$ cat config.mk
export PLATFORM = sky130hd
export DESIGN_NAME = led_frame_sequencer
export DESIGN_NICKNAME = d
export VERILOG_FILES = /design/src/rtl/led_frame_sequencer.sv
export SDC_FILE = /design/constraint.sdc
export NUM_CORES = 1
export LEC_CHECK = 0
export BUFFER_PORTS_ARGS = -buffer_cell sky130_fd_sc_hd__buf_2
export CORE_MARGIN = 2
export CORE_UTILIZATION = 65
export DETAILED_ROUTE_END_ITERATION = 10
export PLACE_DENSITY = 0.84
export SLEW_MARGIN = 20
export SYNTH_ARGS = -nofsm -noshare
export SYNTH_HDL_FRONTEND = slang
export SYNTH_SLANG_ARGS = --single-unit
$ cat constraint.sdc
create_clock -name clk -period 11.05 [get_ports clk]
set_clock_uncertainty 0.2 [all_clocks]
set_input_delay 1.105 -clock clk [delete_from_list [all_inputs] [get_ports clk]]
set_output_delay 1.105 -clock clk [all_outputs]
set_load 0.02 [all_outputs]
$ cat src/rtl/led_frame_sequencer.sv
// led_frame_sequencer: 8051 SFR-bus slave holding an N_LEDS-pixel GRB frame buffer.
// The CPU fills the buffer byte by byte, then issues START. Each 24-bit pixel is streamed
// to the WS2812 bit encoder over valid/ready. The line is then held idle for the latch gap,
// and frame_done is raised.
//
// Optional feature macro: AUTO_REPEAT_EN
//   Defined   : CTRL bit1 controls back-to-back frame repeat. CPU writes are accepted
//               during LATCH.
//   Undefined : repeat is tied off, and all busy-state writes are dropped.
//
// Ports
//   clk, rst_n               clock, asynchronous active-low reset
//   sfr_addr                 SFR address
//   controller_data_in       SFR write data
//   sfr_wr, sfr_rd           one-cycle SFR write/read strobes
//   controller_data_out      combinational SFR read data (IDX/STAT, else 8'h00)
//   pix_data, pix_valid      pixel {G,R,B} to encoder, registered
//   pix_ready                encoder accept
//   frame_done               level copy of STAT.done
module led_frame_sequencer #(
  parameter int unsigned N_LEDS       = 8,
  parameter int unsigned LATCH_CYCLES = 3000,
  parameter logic [7:0]  ADDR_DATA    = 8'hC1,
  parameter logic [7:0]  ADDR_IDX     = 8'hC2,
  parameter logic [7:0]  ADDR_CTRL    = 8'hC3,
  parameter logic [7:0]  ADDR_STAT    = 8'hC4
) (
  input  logic        clk,
  input  logic        rst_n,
  input  logic [7:0]  sfr_addr,
  input  logic [7:0]  controller_data_in,
  input  logic        sfr_wr,
  input  logic        sfr_rd,
  output logic [7:0]  controller_data_out,
  output logic [23:0] pix_data,
  output logic        pix_valid,
  input  logic        pix_ready,
  output logic        frame_done
);

  localparam int unsigned IDX_W  = (N_LEDS > 1) ? $clog2(N_LEDS) : 1;
  localparam int unsigned LCNT_W = (LATCH_CYCLES > 1) ? $clog2(LATCH_CYCLES) : 1;

  typedef enum logic [2:0] {
    S_IDLE,
    S_LOAD,
    S_SEND,
    S_LATCH,
    S_DONE
  } state_e;

  state_e              state_q, state_d;
  logic [IDX_W-1:0]    idx_q, idx_d;
  logic [IDX_W-1:0]    scnt_q, scnt_d;
  logic [LCNT_W-1:0]   lcnt_q, lcnt_d;
  logic [1:0]          lane_q, lane_d;
  logic [7:0]          g_q, g_d;
  logic [7:0]          r_q, r_d;
  logic                done_q, done_d;
  logic                ovr_q, ovr_d;
  logic [23:0]         pix_data_q, pix_data_d;
  logic                pix_valid_q, pix_valid_d;
  logic                repeat_q;
  logic [23:0]         mem_q [N_LEDS];
  logic                mem_we;
  logic [23:0]         mem_wdata;

  logic busy;
  logic wr_open;
  logic wr_data, wr_idx, wr_ctrl, rd_stat;

  // SFR decode
  assign wr_data = sfr_wr && (sfr_addr == ADDR_DATA);
  assign wr_idx  = sfr_wr && (sfr_addr == ADDR_IDX);
  assign wr_ctrl = sfr_wr && (sfr_addr == ADDR_CTRL);
  assign rd_stat = sfr_rd && (sfr_addr == ADDR_STAT);
  assign busy    = (state_q != S_IDLE);

`ifdef AUTO_REPEAT_EN
  // LATCH is the window in which the CPU may refresh the buffer between repeated frames
  assign wr_open = (state_q == S_IDLE) || (state_q == S_LATCH);

  logic repeat_d;

  // Repeat flag follows CTRL bit1 on every CTRL write, busy or not
  always_comb begin
    repeat_d = repeat_q;
    if (wr_ctrl) begin
      repeat_d = controller_data_in[1];
    end
  end

  always_ff @(posedge clk or negedge rst_n) begin
    if (!rst_n) begin
      repeat_q <= 1'b0;
    end else begin
      repeat_q <= repeat_d;
    end
  end
`else
  assign wr_open  = (state_q == S_IDLE);
  assign repeat_q = 1'b0;
`endif

  // Next-state, buffer-write and status logic
  always_comb begin
    state_d     = state_q;
    idx_d       = idx_q;
    scnt_d      = scnt_q;
    lcnt_d      = lcnt_q;
    lane_d      = lane_q;
    g_d         = g_q;
    r_d         = r_q;
    done_d      = done_q;
    ovr_d       = ovr_q;
    pix_data_d  = pix_data_q;
    pix_valid_d = pix_valid_q;
    mem_we      = 1'b0;
    mem_wdata   = {g_q, r_q, controller_data_in};

    // Clear-on-read first so that a same-cycle set below takes priority
    if (rd_stat) begin
      done_d = 1'b0;
      ovr_d  = 1'b0;
    end

    if ((wr_data || wr_idx) && !wr_open) begin
      ovr_d = 1'b1;
    end else if (wr_data) begin
      case (lane_q)
        2'd0: begin
          g_d    = controller_data_in;
          lane_d = 2'd1;
        end
        2'd1: begin
          r_d    = controller_data_in;
          lane_d = 2'd2;
        end
        default: begin
          mem_we = 1'b1;
          lane_d = 2'd0;
          idx_d  = (idx_q == IDX_W'(N_LEDS - 1)) ? '0 : idx_q + 1'b1;
        end
      endcase
    end else if (wr_idx) begin
      idx_d  = IDX_W'(32'(controller_data_in) % N_LEDS);
      lane_d = 2'd0;
    end

    case (state_q)
      S_IDLE: begin
        if (wr_ctrl && controller_data_in[0]) begin
          state_d = S_LOAD;
          scnt_d  = '0;
        end
      end
      S_LOAD: begin
        pix_data_d  = mem_q[scnt_q];
        pix_valid_d = 1'b1;
        state_d     = S_SEND;
      end
      S_SEND: begin
        if (pix_ready) begin
          pix_valid_d = 1'b0;
          if (scnt_q == IDX_W'(N_LEDS - 1)) begin
            state_d = S_LATCH;
            lcnt_d  = '0;
          end else begin
            scnt_d  = scnt_q + 1'b1;
            state_d = S_LOAD;
          end
        end
      end
      S_LATCH: begin
        lcnt_d = lcnt_q + 1'b1;
        if (lcnt_q == LCNT_W'(LATCH_CYCLES - 1)) begin
          state_d = S_DONE;
        end
      end
      S_DONE: begin
        done_d = 1'b1;
        if (repeat_q) begin
          state_d = S_LOAD;
          scnt_d  = '0;
        end else begin
          state_d = S_IDLE;
        end
      end
      default: begin
        state_d = S_IDLE;
      end
    endcase
  end

  // Control and output registers
  always_ff @(posedge clk or negedge rst_n) begin
    if (!rst_n) begin
      state_q     <= S_IDLE;
      idx_q       <= '0;
      scnt_q      <= '0;
      lcnt_q      <= '0;
      lane_q      <= 2'd0;
      g_q         <= 8'h00;
      r_q         <= 8'h00;
      done_q      <= 1'b0;
      ovr_q       <= 1'b0;
      pix_data_q  <= 24'h000000;
      pix_valid_q <= 1'b0;
    end else begin
      state_q     <= state_d;
      idx_q       <= idx_d;
      scnt_q      <= scnt_d;
      lcnt_q      <= lcnt_d;
      lane_q      <= lane_d;
      g_q         <= g_d;
      r_q         <= r_d;
      done_q      <= done_d;
      ovr_q       <= ovr_d;
      pix_data_q  <= pix_data_d;
      pix_valid_q <= pix_valid_d;
    end
  end

  // Frame buffer: no reset, contents are undefined until written
  always_ff @(posedge clk) begin
    if (mem_we) begin
      mem_q[idx_q] <= mem_wdata;
    end
  end

  // SFR read mux
  always_comb begin
    controller_data_out = 8'h00;
    if (sfr_addr == ADDR_IDX) begin
      controller_data_out = 8'(idx_q);
    end else if (sfr_addr == ADDR_STAT) begin
      controller_data_out = {busy, ovr_q, done_q, 5'b00000};
    end
  end

  assign pix_data   = pix_data_q;
  assign pix_valid  = pix_valid_q;
  assign frame_done = done_q;

endmodule

# Word level (Yosys, flattened, before mapping)

Memory sizes are Yosys's and may differ from the RTL's. A register that Yosys moved wholly into a read port is not among the register bits.
Cells that the tools add are included.

Input bits: 21
Register bits after elaboration: 42
Word-level logic and storage cells: 91
Output and inout port bits: 34
Memories: 1
Bits in writable memories: 192

Mux-type cells: 31
Bitwise logic cells: 1
Eq/ne operators: 18
Reduce and logical (&&, ||, !) cells: 27
Add/sub/neg operators: 3

Memory list:

| name  | depth | bits a word | read ports | clocked after Yosys merged registers in | write ports | RTL line | source |
|---|---|---|---|---|---|---|---|
| mem_q | 8     | 24          | 1          | 1                                       | 1           | 64       | `logic [23:0] mem_q [N_LEDS];` |

Operators with widths:

| kind                                                             | number |
|---|---|
| 8-bit == test (second input constant)                            | 4 |
| 3-bit 2-to-1 mux                                                 | 10 |
| 12-bit 2-to-1 mux                                                | 2 |
| 12-bit case mux with 2 select lines                              | 1 |
| 8-bit 2-to-1 mux                                                 | 2 |
| 3-bit AND reduction                                              | 5 |
| 12-bit by 1-bit adder with 12-bit output (second input constant) | 1 |
| 12-bit == test (second input constant)                           | 1 |
| 3-bit case mux with 4 select lines                               | 1 |
| 2-bit nonzero test                                               | 6 |
| 2-bit != test (second input constant)                            | 5 |
| 3-bit == test (second input constant)                            | 3 |
| 1-bit 2-to-1 mux                                                 | 9 |
| 3-bit by 1-bit adder with 3-bit output (second input constant)   | 2 |
| 3-bit by 2-bit == test with 1-bit output (second input constant) | 2 |
| 1-bit logical AND                                                | 6 |
| 2-bit 2-to-1 mux                                                 | 3 |
| 3-bit case mux with 2 select lines                               | 1 |
| 2-bit case mux with 2 select lines                               | 1 |
| 2-bit AND reduction                                              | 2 |
| 4-bit AND reduction                                              | 1 |
| 3-bit by 1-bit == test with 1-bit output (second input constant) | 1 |
| 3-bit zero test                                                  | 1 |
| 3-bit nonzero test                                               | 1 |
| other kinds (8)                                                  | 9 |

# Logic depth before layout (Yosys ltp)

Depth in word-level cells: 7
Depth in mapped cells: 7
Depth with buffers taken out: 6

# Worst setup path before layout

No wires, ideal clock.

Path kind: input -> register
From: in sfr_addr[4]
To: mem mem_q[1][0] (enable)
Slack: 6713 ps
Library setup time: 435 ps
Arrival time: 3702 ps
Required time: 10415 ps
Buffers on the path: 0
Cell stages on the path: 4
Cell sequence: nand4bb_1 -> nor4_4 -> nand3_1 -> nor3_1

Longest elaborated chain between the ends: 7

Ends and longest elaborated chain:

| element                                  | RTL line | source |
|---|---|---|
| start: declaration                       | 30       | `input logic [7:0] sfr_addr,` |
| 8-bit == test (on tied branches)         | 73, 74   |  |
| 1-bit logical AND (on tied branches)     | 73, 74   |  |
| 1-bit logical OR                         | 127      | `if ((wr_data \|\| wr_idx) && !wr_open) begin` |
| 1-bit logical AND                        | 127      |  |
| 1-bit 2-to-1 mux *                       | 127      |  |
| 1-bit 2-to-1 mux *                       | 226      | `if (mem_we) begin` |
| 1-bit 2-to-1 mux (not written as such) * | 227      | `mem_q[idx_q] <= mem_wdata;` |
| end: declaration                         | 64       |  |

Every way passes the cells marked *; elsewhere a longest branch is shown, timed or not.

# Worst setup path in the final report

From: in sfr_addr[4]
To: out controller_data_out[7]

Longest elaborated chain between the ends: 3

Ends and longest elaborated chain:

| element            | RTL line | source |
|---|---|---|
| 8-bit == test      | 236      | `end else if (sfr_addr == ADDR_STAT) begin` |
| 8-bit 2-to-1 mux   | 236      |  |
| 8-bit 2-to-1 mux * | 234      | `if (sfr_addr == ADDR_IDX) begin` |
| end: declaration   | 34       | `output logic [7:0] controller_data_out,` |

Marked as above.

==> impl_metrics.py <==
metrics = {
    "clock_network": {
        "cts_hold_buf": 0,
        "worstSkewPairLatency_ns": 0.51,
        "cts_tree": "yes",
        "postCtsSetupBuffers": 0,
        "clkTransAtPathRegs_ns": 0.06,
        "cts_resized": 0,
        "cts_buffer_depth": 3,
        "cts_max_level": 1,
        "numCtsBuffers": 25,
        "cts_sinks": 258,
        "cts-root-buf": "clkbuf_16",
    },
    "cells_and_area": {
        "stdcell_count": 859,
        "antenna_cells": 0,
        "drive_gt1_share_pct": 28.09,
        "area_growth_pct": 13.05,
        "final_nets": 656,
        "final_core_util_pct": 75.50,
        "fill_cells": 841,
    },
    "place": {
        "port_buffers": 52,
        "hpwl_um": 11580,
        "place_congestion": 0.8356,
        "dp_slack_ns": 6.994,
        "place_inst": 814,
    },
    "sta": {
        "worst_slew_pin_slew_ns": 1.024,
        "slew_headroom_pct": 31.39,
        "fin_crit_ns": 3.872,
        "hold_viol": 0,
        "rsz0062_at_grt": "false",
        "setup-tns-final_ns": 0,
        "period_share_pct": 35.04,
        "setup_viol": 0,
        "maxSlewViolCount": 0,
        "setup_ws_ns": 7.178,
        "clock.fmax_ghz": 0.2583,
    },
    "yosys": {
        "synth_area_per_cell_um2": 18.10,
        "ys.flop_type": "edfxtp_1",
        "yosysSeqAreaShare_pct": 72.79,
        "syn_inst": 563,
        "syn-cell-area_mm2": 0.01019,
        "synth_edf_count": 192,
        "yosys_register_bits": 258,
        "ys_async_sr_fraction_pct": 25.58,
        "synth.distinct_cells": 49,
        "yosysWarnings": 0,
    },
    "pwr": {
        "leakage_uw": 0.004479,
        "peakVddDrop_uv": 109.3,
        "power_uw": 1887,
        "powerDensity_mw_per_mm2": 163.8,
    },
    "run": {
        "max_cap_viol_count": 0,
    },
    "grt": {
        "grt_max_degree": 67,
        "grt_usage_pct": 25.79,
        "grt_pass1_wl_um": 32070,
        "grt_pass1_vias": 5713,
        "antenna_found_initial": 0,
        "gr-total-overflow": 0,
    },
    "critical_path": {
        "required_ns": 9.75,
        "path_max_fanout": 7,
        "critPathCaptureType": "output pin",
        "path_class": "input pin to output pin",
        "cp.arrival_ns": 2.57,
        "crit_path_start_kind": "input pin",
    },
    "status": {
        "status": "finished clean",
    },
    "routing": {
        "ant_nets": 0,
        "vias": 5450,
        "drtPass1Iterations": 5,
        "drt_wl_total_um": 20440,
        "drt_iter0_drc": 434,
        "avgViaCountPerCell": 6.345,
        "drc": 0,
        "wl_per_cell_um": 23.80,
    },
    "floorplanning": {
        "pin_count": 55,
        "die_width_um": 129.2,
        "rows": 45,
        "die_h_um": 129.2,
        "core_mm2": 0.01526,
        "die_area_mm2": 0.01669,
        "start_util_pct": 66.78,
    },
    "min_path": {
        "min_path_type": "flip-flop to flip-flop",
    },
}
## cells in the mapped netlist (2+ instances only)
library cell  count  area, um^2
nor2b_1           2       12.51
and2_1            9       56.30
dfrtp_1          66        1652
clkbuf_1         13       48.80
inv_1             3       11.26
nand2b_1          5       31.28
nand3_1           7       35.03
mux4_2           48        1081
nor4_1            5       31.28
o311ai_0          2       17.52
o31ai_1           2       15.01
nor2_1           44       165.2
a21oi_1          30       150.1
buf_2             6       30.03
ha_1              5       62.56
nand4_1           3       18.77
buf_4             2       15.01
or3_1             2       12.51
mux2i_1          27       270.3
a22o_1            3       26.28
buf_1             3       11.26
nand2_1          17       63.81
mux2_2           19       214.0
edfxtp_1        192        5766
xnor2_1           5       43.79
nor3_1            7       35.03
o21ai_0           8       40.04
nor3b_1           3       22.52
nand3b_1          2       15.01
or4_1             3       22.52
and3_1            2       12.51
## path summary, 6_finish.rpt
path | from | endpoint | slack, ns | depth (start not counted)
worst max register to register | state_q[0] | mem_q[0][13] | 7.66 | 5
max in group asynchronous | rst_n | scnt_q[0] | 9.36 | 2
worst min register to register | ovr_q | ovr_q | 0.31 | 1
min in group asynchronous | rst_n | pix_data[14] | 0.57 | 2
worst max-delay path | sfr_addr[4] | controller_data_out[7] | 7.18 | 5
worst min-delay path | ovr_q | ovr_q | 0.31 | 1
## metrics by stage
stage               instance area (um^2)  hold slack, ns
global route                       11520          0.3438
floorplan                          10190          0.2481
CTS                                11520          0.3163
global placement                   10720          0.2686
detailed placement                 10730          0.2874
finish                             11520          0.3124
## where the power goes
part           total [uW]  internal [uW]  switching [uW]
Clock                 819            476             343
Combinational        32.7           11.5            21.2
Sequential           1040           1040           0.503
Total                1890           1520             365
## layout make-up
cell class / instances / area [um^2] / share of cell area (%)
Sequential cell: 258 / 7420 / 64.41
Multi-Input combinational cell: 278 / 2681 / 23.28
Clock buffer: 37 / 721.9 / 6.267
Timing Repair Buffer: 64 / 350.3 / 3.041
Tap cell: 211 / 264.0 / 2.292
Clock inverter: 8 / 71.32 / 0.6191
Inverter: 3 / 11.26 / 0.09775
## layer usage
metal  part of all wire, %  GRT usage (%)
met2                    52          44.24
met4                   1.7          6.394
met5                     0              0
met3                   6.5          4.129
met1                    40          35.52
## sequential cells by signal (all words and copies together) (netlist names)
| register | flops |
|---|---|
| mem_q | 192 |
| pix_data | 24 |
| lcnt_q | 12 |
| g_q | 8 |
| r_q | 8 |
| idx_q | 3 |
| scnt_q | 3 |
| state_q | 3 |
| lane_q | 2 |
| frame_done | 1 |
| ovr_q | 1 |
| pix_valid | 1 |
## worst max-delay path, cell delays in order
cell and delay, ns:
buf_2 0.10, nand4bb_1 0.40, nor4_1 0.60, and2_1 0.20, buf_2 0.16
## kinds of logic (layout without fill, tap and decap cells)
group	after synthesis	after routing	synth area share, %
xor+xnor	6	6	0.5157
flops	258	258	72.79
buf+inv	28	112	1.252
simple gates	120	120	6.323
compound gates	51	51	3.107
other cells	1	2	0.03680
fa+ha+maj	5	5	0.6139
mux	94	94	15.36
## cell usage in the layout (no fill, tap or decap), types with 5 or more instances in the layout
cell type / count
nor2_1: 38
clkbuf_1: 8
mux4_2: 48
and2_1: 8
mux2_2: 19
nand3_1: 7
a21oi_1: 30
nand2_1: 17
ha_1: 5
nor4_1: 5
buf_4: 12
nor3_1: 5
clkbuf_16: 26
o21ai_0: 8
edfxtp_1: 192
mux2i_1: 27
nand2b_1: 5
buf_2: 52
xnor2_1: 5
dfrtp_1: 64
nor2_2: 6
Power figures use the tool's default switching activity.
